[config.mk]
export PLATFORM = sky130hd
export DESIGN_NAME = mips_result_trace_flat
export DESIGN_NICKNAME = d
export VERILOG_FILES = /design/src/rtl/mips_result_trace_if.sv /design/src/rtl/mips_result_trace.sv /design/src/flat_wrapper.sv
export SDC_FILE = /design/constraint.sdc
export NUM_CORES = 1
export LEC_CHECK = 0
export ABC_AREA = 1
export BUFFER_PORTS_ARGS = -buffer_cell sky130_fd_sc_hd__buf_2
export CORE_MARGIN = 2
export CORE_UTILIZATION = 50
export CTS_BUF_LIST = sky130_fd_sc_hd__clkbuf_2 sky130_fd_sc_hd__clkbuf_4 sky130_fd_sc_hd__clkbuf_8
export DETAILED_ROUTE_END_ITERATION = 12
export PLACE_DENSITY = 0.67
export SKIP_CTS_REPAIR_TIMING = 1
export SLEW_MARGIN = 0
export SYNTH_ARGS = -nofsm -noshare
export SYNTH_HDL_FRONTEND = slang
export SYNTH_SLANG_ARGS = --single-unit
[constraint.sdc]
create_clock -name clk -period 7.3 [get_ports clk]
set_input_delay 1.825 -clock clk [delete_from_list [all_inputs] [get_ports clk]]
set_output_delay 1.825 -clock clk [all_outputs]
set_load 0.005 [all_outputs]
[src/rtl/mips_result_trace_if.sv]
// mips_result_trace read-port bundle.
// master drives rd_valid/rd_data; slave drives rd_ready.
// MIPS_TRACE_OVF_TAG_EN widens rd_data to carry the per-entry overflow bit.
interface mips_result_trace_if;

`ifdef MIPS_TRACE_OVF_TAG_EN
  localparam int DW = 33;
`else
  localparam int DW = 32;
`endif

  logic          rd_valid;
  logic          rd_ready;
  logic [DW-1:0] rd_data;

  modport master (
    output rd_valid,
    output rd_data,
    input  rd_ready
  );

  modport slave (
    input  rd_valid,
    input  rd_data,
    output rd_ready
  );

endinterface

[src/rtl/mips_result_trace.sv]
// mips_result_trace: capture FIFO for the multicycle MIPS core's ALUOut.
// Samples mipsOut/overflow on capture, queues them, and serves them on a
// show-ahead ready/valid port (rd). Counts samples dropped while full
// (saturating) and keeps a sticky overflow flag.
// Ports: clk, rst (sync, active-high), capture, mipsOut, overflow, clr,
//   rd (read port), count, full, empty, drop_cnt, ovf_sticky.
// Option: define MIPS_TRACE_OVF_TAG_EN to store overflow as bit 32 of
//   every entry (33-bit rd_data).
module mips_result_trace #(
  parameter int DEPTH = 16,
  parameter int CNT_W = 8
) (
  input  logic                     clk,
  input  logic                     rst,
  input  logic                     capture,
  input  logic [31:0]              mipsOut,
  input  logic                     overflow,
  input  logic                     clr,
  mips_result_trace_if.master      rd,
  output logic [$clog2(DEPTH):0]   count,
  output logic                     full,
  output logic                     empty,
  output logic [CNT_W-1:0]         drop_cnt,
  output logic                     ovf_sticky
);

  localparam int PTR_W = $clog2(DEPTH);
  localparam int OCC_W = PTR_W + 1;

`ifdef MIPS_TRACE_OVF_TAG_EN
  localparam int DW = 33;
`else
  localparam int DW = 32;
`endif

  localparam logic [OCC_W-1:0] OCC_FULL =
    OCC_W'(DEPTH);
  localparam logic [OCC_W-1:0] OCC_ONE =
    OCC_W'(1);

  typedef enum logic {
    EMPTY,
    NONEMPTY
  } state_t;

  state_t stateQ;
  state_t stateD;

  logic [DW-1:0]    mem [DEPTH];
  logic [PTR_W-1:0] wrPtrQ;
  logic [PTR_W-1:0] wrPtrD;
  logic [PTR_W-1:0] rdPtrQ;
  logic [PTR_W-1:0] rdPtrD;
  logic [OCC_W-1:0] countQ;
  logic [OCC_W-1:0] countD;
  logic [CNT_W-1:0] dropQ;
  logic [CNT_W-1:0] dropD;
  logic             stickyQ;
  logic             stickyD;

  logic             flush;
  logic             isFull;
  logic             isValid;
  logic             push;
  logic             pop;
  logic             drop;
  logic [DW-1:0]    wrEntry;

  assign flush   = rst || clr;
  assign isFull  = (countQ == OCC_FULL);
  assign isValid = (stateQ == NONEMPTY);

  // A flush beats any capture in the same cycle.
  assign pop  = isValid && rd.rd_ready;
  assign push = capture && !flush &&
                (!isFull || pop);
  assign drop = capture && !flush &&
                isFull && !pop;

`ifdef MIPS_TRACE_OVF_TAG_EN
  assign wrEntry = {overflow, mipsOut};
`else
  assign wrEntry = mipsOut;
`endif

  always_comb begin
    stateD  = stateQ;
    wrPtrD  = wrPtrQ;
    rdPtrD  = rdPtrQ;
    countD  = countQ;
    dropD   = dropQ;
    stickyD = stickyQ;

    unique case (stateQ)
      EMPTY: begin
        if (push) stateD = NONEMPTY;
      end
      NONEMPTY: begin
        if (pop && !push &&
            countQ == OCC_ONE)
          stateD = EMPTY;
      end
      default: stateD = EMPTY;
    endcase

    if (push) wrPtrD = wrPtrQ + 1'b1;
    if (pop)  rdPtrD = rdPtrQ + 1'b1;

    unique case ({push, pop})
      2'b10:   countD = countQ + 1'b1;
      2'b01:   countD = countQ - 1'b1;
      default: countD = countQ;
    endcase

    if (drop && dropQ != '1)
      dropD = dropQ + 1'b1;

    // Dropped samples still raise the flag.
    if (capture && overflow && !flush)
      stickyD = 1'b1;

    if (flush) begin
      stateD  = EMPTY;
      wrPtrD  = '0;
      rdPtrD  = '0;
      countD  = '0;
      dropD   = '0;
      stickyD = 1'b0;
    end
  end

  always_ff @(posedge clk) begin
    stateQ  <= stateD;
    wrPtrQ  <= wrPtrD;
    rdPtrQ  <= rdPtrD;
    countQ  <= countD;
    dropQ   <= dropD;
    stickyQ <= stickyD;
  end

  // Storage is never cleared; pointers alone define validity.
  always_ff @(posedge clk) begin
    if (push) mem[wrPtrQ] <= wrEntry;
  end

  assign rd.rd_valid = isValid;
  assign rd.rd_data  = mem[rdPtrQ];

  assign count      = countQ;
  assign full       = isFull;
  assign empty      = (stateQ == EMPTY);
  assign drop_cnt   = dropQ;
  assign ovf_sticky = stickyQ;

endmodule

[src/flat_wrapper.sv]
// flat-port wrapper written by rule: the top's interface ports become plain ports
module mips_result_trace_flat 
#(
  parameter int DEPTH = 16,
  parameter int CNT_W = 8
)
  (clk, rst, capture, mipsOut, overflow, clr, count, full, empty, drop_cnt, ovf_sticky, rd_rd_valid, rd_rd_data, rd_rd_ready);
  mips_result_trace_if rd_i ();
  input  logic clk;
  input  logic rst;
  input  logic capture;
  input  logic [31:0] mipsOut;
  input  logic overflow;
  input  logic clr;
  output logic [$clog2(DEPTH):0] count;
  output logic full;
  output logic empty;
  output logic [CNT_W-1:0] drop_cnt;
  output logic ovf_sticky;
  output wire logic [$bits(rd_i.rd_valid)-1:0] rd_rd_valid;
  output wire logic [$bits(rd_i.rd_data)-1:0] rd_rd_data;
  input wire logic [$bits(rd_i.rd_ready)-1:0] rd_rd_ready;
  assign rd_rd_valid = rd_i.rd_valid;
  assign rd_rd_data = rd_i.rd_data;
  assign rd_i.rd_ready = rd_rd_ready;
  mips_result_trace #(.DEPTH(DEPTH), .CNT_W(CNT_W)) u_core (.clk(clk), .rst(rst), .capture(capture), .mipsOut(mipsOut), .overflow(overflow), .clr(clr), .rd(rd_i), .count(count), .full(full), .empty(empty), .drop_cnt(drop_cnt), .ovf_sticky(ovf_sticky));
endmodule
======== After elaboration in Yosys (flattened, before gate mapping) ========
Memories as Yosys holds them, arrays and structs flattened. A register that Yosys moved wholly into a read port is not among the register bits.
Index checks and enable logic that the tools add are counted.
word-level totals
  output and inout bits ................... 49
  RAM bits ................................ 512
  input port bits ......................... 38
  memories kept ........................... 1
  register bits ........................... 23
  word-level logic and storage cells ...... 42
operators by class
  $add $sub $neg .......................... 5
  multiplexer cells ....................... 7
  reduce and logical (&&, ||, !) cells .... 17
  bitwise logic cells ..................... 1
  equal/unequal tests ..................... 5
memories
  name        depth  width  rd ports  clocked after Yosys merged registers in  write ports  RTL line                 text
  u_core.mem  16     32     1         1                                        1            mips_result_trace.sv:49  logic [DW-1:0] mem [DEPTH];
operators by type and width
  kind                                                                number
  1-bit logical AND                                                   10
  5-bit case mux with 2 select lines                                  1
  4-bit by 1-bit adder with 4-bit output, second input constant       2
  8-bit by 1-bit adder with 8-bit output, second input constant       1
  4-bit 2-to-1 mux                                                    2
  8-bit inequality test, second input constant                        1
  5-bit by 1-bit adder with 5-bit output, second input constant       1
  5-bit by 1-bit == test with 1-bit output, second input constant     1
  5-bit == test, second input constant                                1
  5-bit by 1-bit subtractor with 5-bit output, second input constant  1
  1-bit logical NOT                                                   4
  1-bit 2-to-1 mux                                                    3
  2-bit by 1-bit == test with 1-bit output, second input constant     1
  2-bit == test, second input constant                                1
  1-bit logical OR                                                    2
  1-bit case mux with 2 select lines                                  1
  2-bit nonzero test                                                  1
  1-bit inverter                                                      1

======== Logic depth before layout (Yosys ltp) ========
  word-level depth ........................ 9
  depth in mapped cells ................... 13
  mapped depth without buffers ............ 13

======== Worst setup path before layout ========
Ideal clock, no wire load.
  kind .................................... input to register
  start ................................... input port clr
  end ..................................... memory u_core.mem[11][0], enable pin
  library setup time ...................... 421 ps
  slack ................................... 3009 ps
  path buffers ............................ 0
  stages on the path ...................... 7
  arrival time ............................ 3870 ps
  data required time ...................... 6879 ps
  path through ............................ nor2_4 nand2_1 inv_1 nand2_2 inv_1 nand2_1 nor2_1
on the way
  cells in the longest elaborated chain, start to end .. 6
ends and longest elaborated chain
  item                                    RTL line                  text
  start, declared                         flat_wrapper.sv:14        input logic clr;
  1-bit logical OR                        mips_result_trace.sv:69   assign flush = rst || clr;
  1-bit logical NOT                       mips_result_trace.sv:75   assign push = capture && !flush &&
  1-bit logical AND (2 in a row)          mips_result_trace.sv:75
  1-bit 2-to-1 mux                        mips_result_trace.sv:143  if (push) mem[wrPtrQ] <= wrEntry;
  1-bit 2-to-1 mux (not written as such)  mips_result_trace.sv:143
  end, declared                           mips_result_trace.sv:49
Every way passes these cells.

==> results.md <==
- Outcome: complete, no violations
- Tmin final: 4915 ps
- Synth Area in Compound Gates: 0.1119
- Worst slack at placement: 2713 ps
- RSZ-0062 raised after global routing: false
- DP HPWL: 26.76 mm
- Flops & latches, synth: 539
- Kind of start point of the critical path: flop
- VDD IR max: 0.0001172 V
- Crit path buffers/inverters: 2
- CTS Root Cell: clkbuf_8
- Area grow syn2layout: 10.41%
- Clock tree from TritonCTS: built
- Antenna violations before repair: 0
- Slowest stage cell, crit path: dfxtp_4
- Syn Std Cell Area: 22520 um^2
- PortBufs: 86
- CP Class: flop to primary output
- Power after layout: 6034 uW
- LEAKAGE: 0.008811 uW
- Syn_nets: 1871
- Slew Limit Headroom: 0.1141
- Clk_skew: 28.85 ps
- XOR/XNOR share of the synthesized area: 0.001556
- Max stage delay on crit path: 870 ps
- # setup viols final: 0
- Worst r2r path cells: 9
- Core footprint: 44320 um^2
- Routed len/inst: 18.89 um
- H-tree depth: 3
- FF-to-FF End: u_core.mem[3][13]
- Placer Congestion: 0.8021
- Post-synthesis mux area share: 0
- Largest fanout on the critical path: 136
- DR vias/cell: 5.363
- FP Rows: 77
- Seq/Total Area, Yosys: 0.7067
- First-pass GRT wire length: 73.91 mm
- Die Area: 46760 um^2
- Clock Sinks: 539
- HP Start: u_core.ovf_sticky
- DRT iter0 DRCs: 1209
- Die width: 216.2 um
- Final Non-Filler Cells: 2563
- Max clock buf depth: 3
- Vias after detailed routing: 13750
- Reg2reg start: u_core.count[0]
- Yosys Warn Count: 0
- Antenna Cells: 0
- Final Cycle Share: 0.6732
- Hold path cells: 2
- Post-synth EDFFs: 512
- Power per cell area: 242.7 nW/um^2
- Syn avg cell area: 12.37 um^2
- Die Y: 216.2 um
- Simple-Gate Fraction of Synth Area: 0.08978
- Max-slew violations: 0
- Setup TNS Final: 0 ps
- Synth unique cells: 31
- Synth top area share: 0.6827
- DRT Wirelength: 48.43 mm
- Hold crit path type: flop to flop
- TritonCTS Buffers: 87
- Vias in the first global route: 13240
- Post-Route Utilization: 0.5611
- Adder-cell area share of the yosys netlist: 0.006667
- Layout cells sized above 1: 0.1461
- Hold endpoint: u_core.ovf_sticky
- Cell count after placement: 2405
- Worst path required time: 5480 ps
- Predominant post-synthesis flop cell: edfxtp_1
- PnR worst setup slack: 2385 ps
- Critical path's top delay family: flip-flops
- Worst EP arrival: 3090 ps
- Endpoint class of the critical path: primary output
- IO Pins: 87
- Largest net degree at the start of global routing: 137
- Starting Density: 0.5082
- Clock slew seen by the registers of the worst setup and hold paths: 60 ps
- Fin nets: 1952
- Max Fclk: 203.5 MHz
- Critical Path, Cell by Cell: buf_12, o211ai_1, nand3_1, nand3_1, nand2_1, buf_2
- Max Cap Viol: 0
- Fin. Hold Viols: 0
- Crit-path most repeated cell: nand3_1
- Worst-skew pair later-pin latency: 630 ps
- Slew @ Worst Pin: 1326 ps
- Reg2Reg Setup Slack: 4110 ps
- Largest family of logic cells by synthesized area: compound AO/OA/AOI/OAI gates
- Remaining DRCs: 0
- Final antenna-violating net count: 0
- GRT Residual Overflow: 0
- Ys async rst share: 0
- Tot GR Track Use: 0.2055
- 1st-pass router iterations: 6
- Area contributors post-synth: edfxtp_1, inv_1, nand3_1, o211ai_1, nand2_1
- Synthesized instance count: 1821
- Largest area contributor in the synthesized netlist: edfxtp_1
## how the worst max path moves through the flow
stage | start | end | depth (start not counted)
after floorplan | clr | u_core.mem[11][0] | 7
after detailed placement | clr | u_core.mem[3][23] | 8
after CTS | flop | rd_rd_data[21] | 6
after global routing | flop | rd_rd_data[21] | 6
final | flop | rd_rd_data[31] | 6
after global placement | clr | u_core.mem[3][29] | 8
## cells in the mapped netlist (2+ instances only)
master      n
buf_4       5
clkbuf_1   23
nand2_1   205
o21ai_1    93
dfxtp_1    27
o22ai_1     2
o21ai_0    48
nor2_4      2
a21oi_2    30
a21oi_1   114
ha_1       12
nand3_1   204
buf_8       7
xor2_1      4
buf_2      13
edfxtp_1  512
nand4_1     2
buf_6      32
buf_1      13
o211ai_1  129
buf_12      2
nand3b_1    2
nor2_1     37
clkbuf_2   11
inv_1     286
## registers in the layout, summed over array words and instances (netlist names), named ones only
| signal | flops |
|---|---|
| u_core.count | 5 |
| u_core.ovf_sticky | 1 |
| u_core.rd.rd_valid | 1 |
| u_core.rdPtrQ | 4 |
| u_core.mem | 512 |
| u_core.drop_cnt | 8 |
| u_core.wrPtrQ | 4 |
## where the power goes
group | leakage (uW) | switching, uW | internal, uW
clock network | 0.000899 | 1130 | 1400
registers | 0.00483 | 3.90 | 3390
logic | 0.00309 | 83.8 | 26.7
total | 0.00881 | 1220 | 4810
## kinds of logic (layout without fill, tap and decap cells)
logic type,Yosys count,count (layout)
xor+xnor,4,4
simple gates,456,456
buf+inv,394,544
flops,539,539
fa+ha+maj,12,12
compound gates,416,416
## routing by layer
metal,global-route usage,share of wire
met1,0.2641,0.42
met4,0.09452,0.036
met2,0.3426,0.49
met5,0,0
met3,0.03551,0.051
## tightest hold or removal path, cell delays in order (launching register included)
cell and delay (ps):
dfxtp_1 320, o21ai_0 80, inv_1 40
## final cells by class
| class | instances | area, um^2 |
|---|---|---|
| Tap cell | 592 | 740.7 |
| Fill cell | 3662 | 19450 |
| Multi-Input combinational cell | 888 | 4847 |
| Clock inverter | 33 | 193.9 |
| Sequential cell | 539 | 15930 |
| Inverter | 288 | 1081 |
| Clock buffer | 125 | 1508 |
| Timing Repair Buffer | 98 | 570.5 |
## per-stage QoR
step,area [um^2],hold WS [ps]
after floorplan,22520,454.7
after global placement,23160,454.4
after detailed placement,23160,466.1
after CTS,24870,486.2
after global routing,24870,521.0
final,24870,476.4
## cells in the final DEF, fill, tap and decap left out, types with 3 or more instances in the layout
cell type,n
nor2_4,18
clkinv_1,26
a21oi_2,30
edfxtp_1,512
clkinv_2,3
nand3_1,204
buf_2,86
ha_1,12
clkbuf_8,91
a21oi_1,114
nor2_1,21
inv_1,285
xor2_1,4
o21ai_1,93
buf_12,4
o21ai_0,48
o211ai_1,129
nand2_1,205
clkbuf_4,34
dfxtp_1,23
buf_4,8
Power figures use the tool's default switching activity.
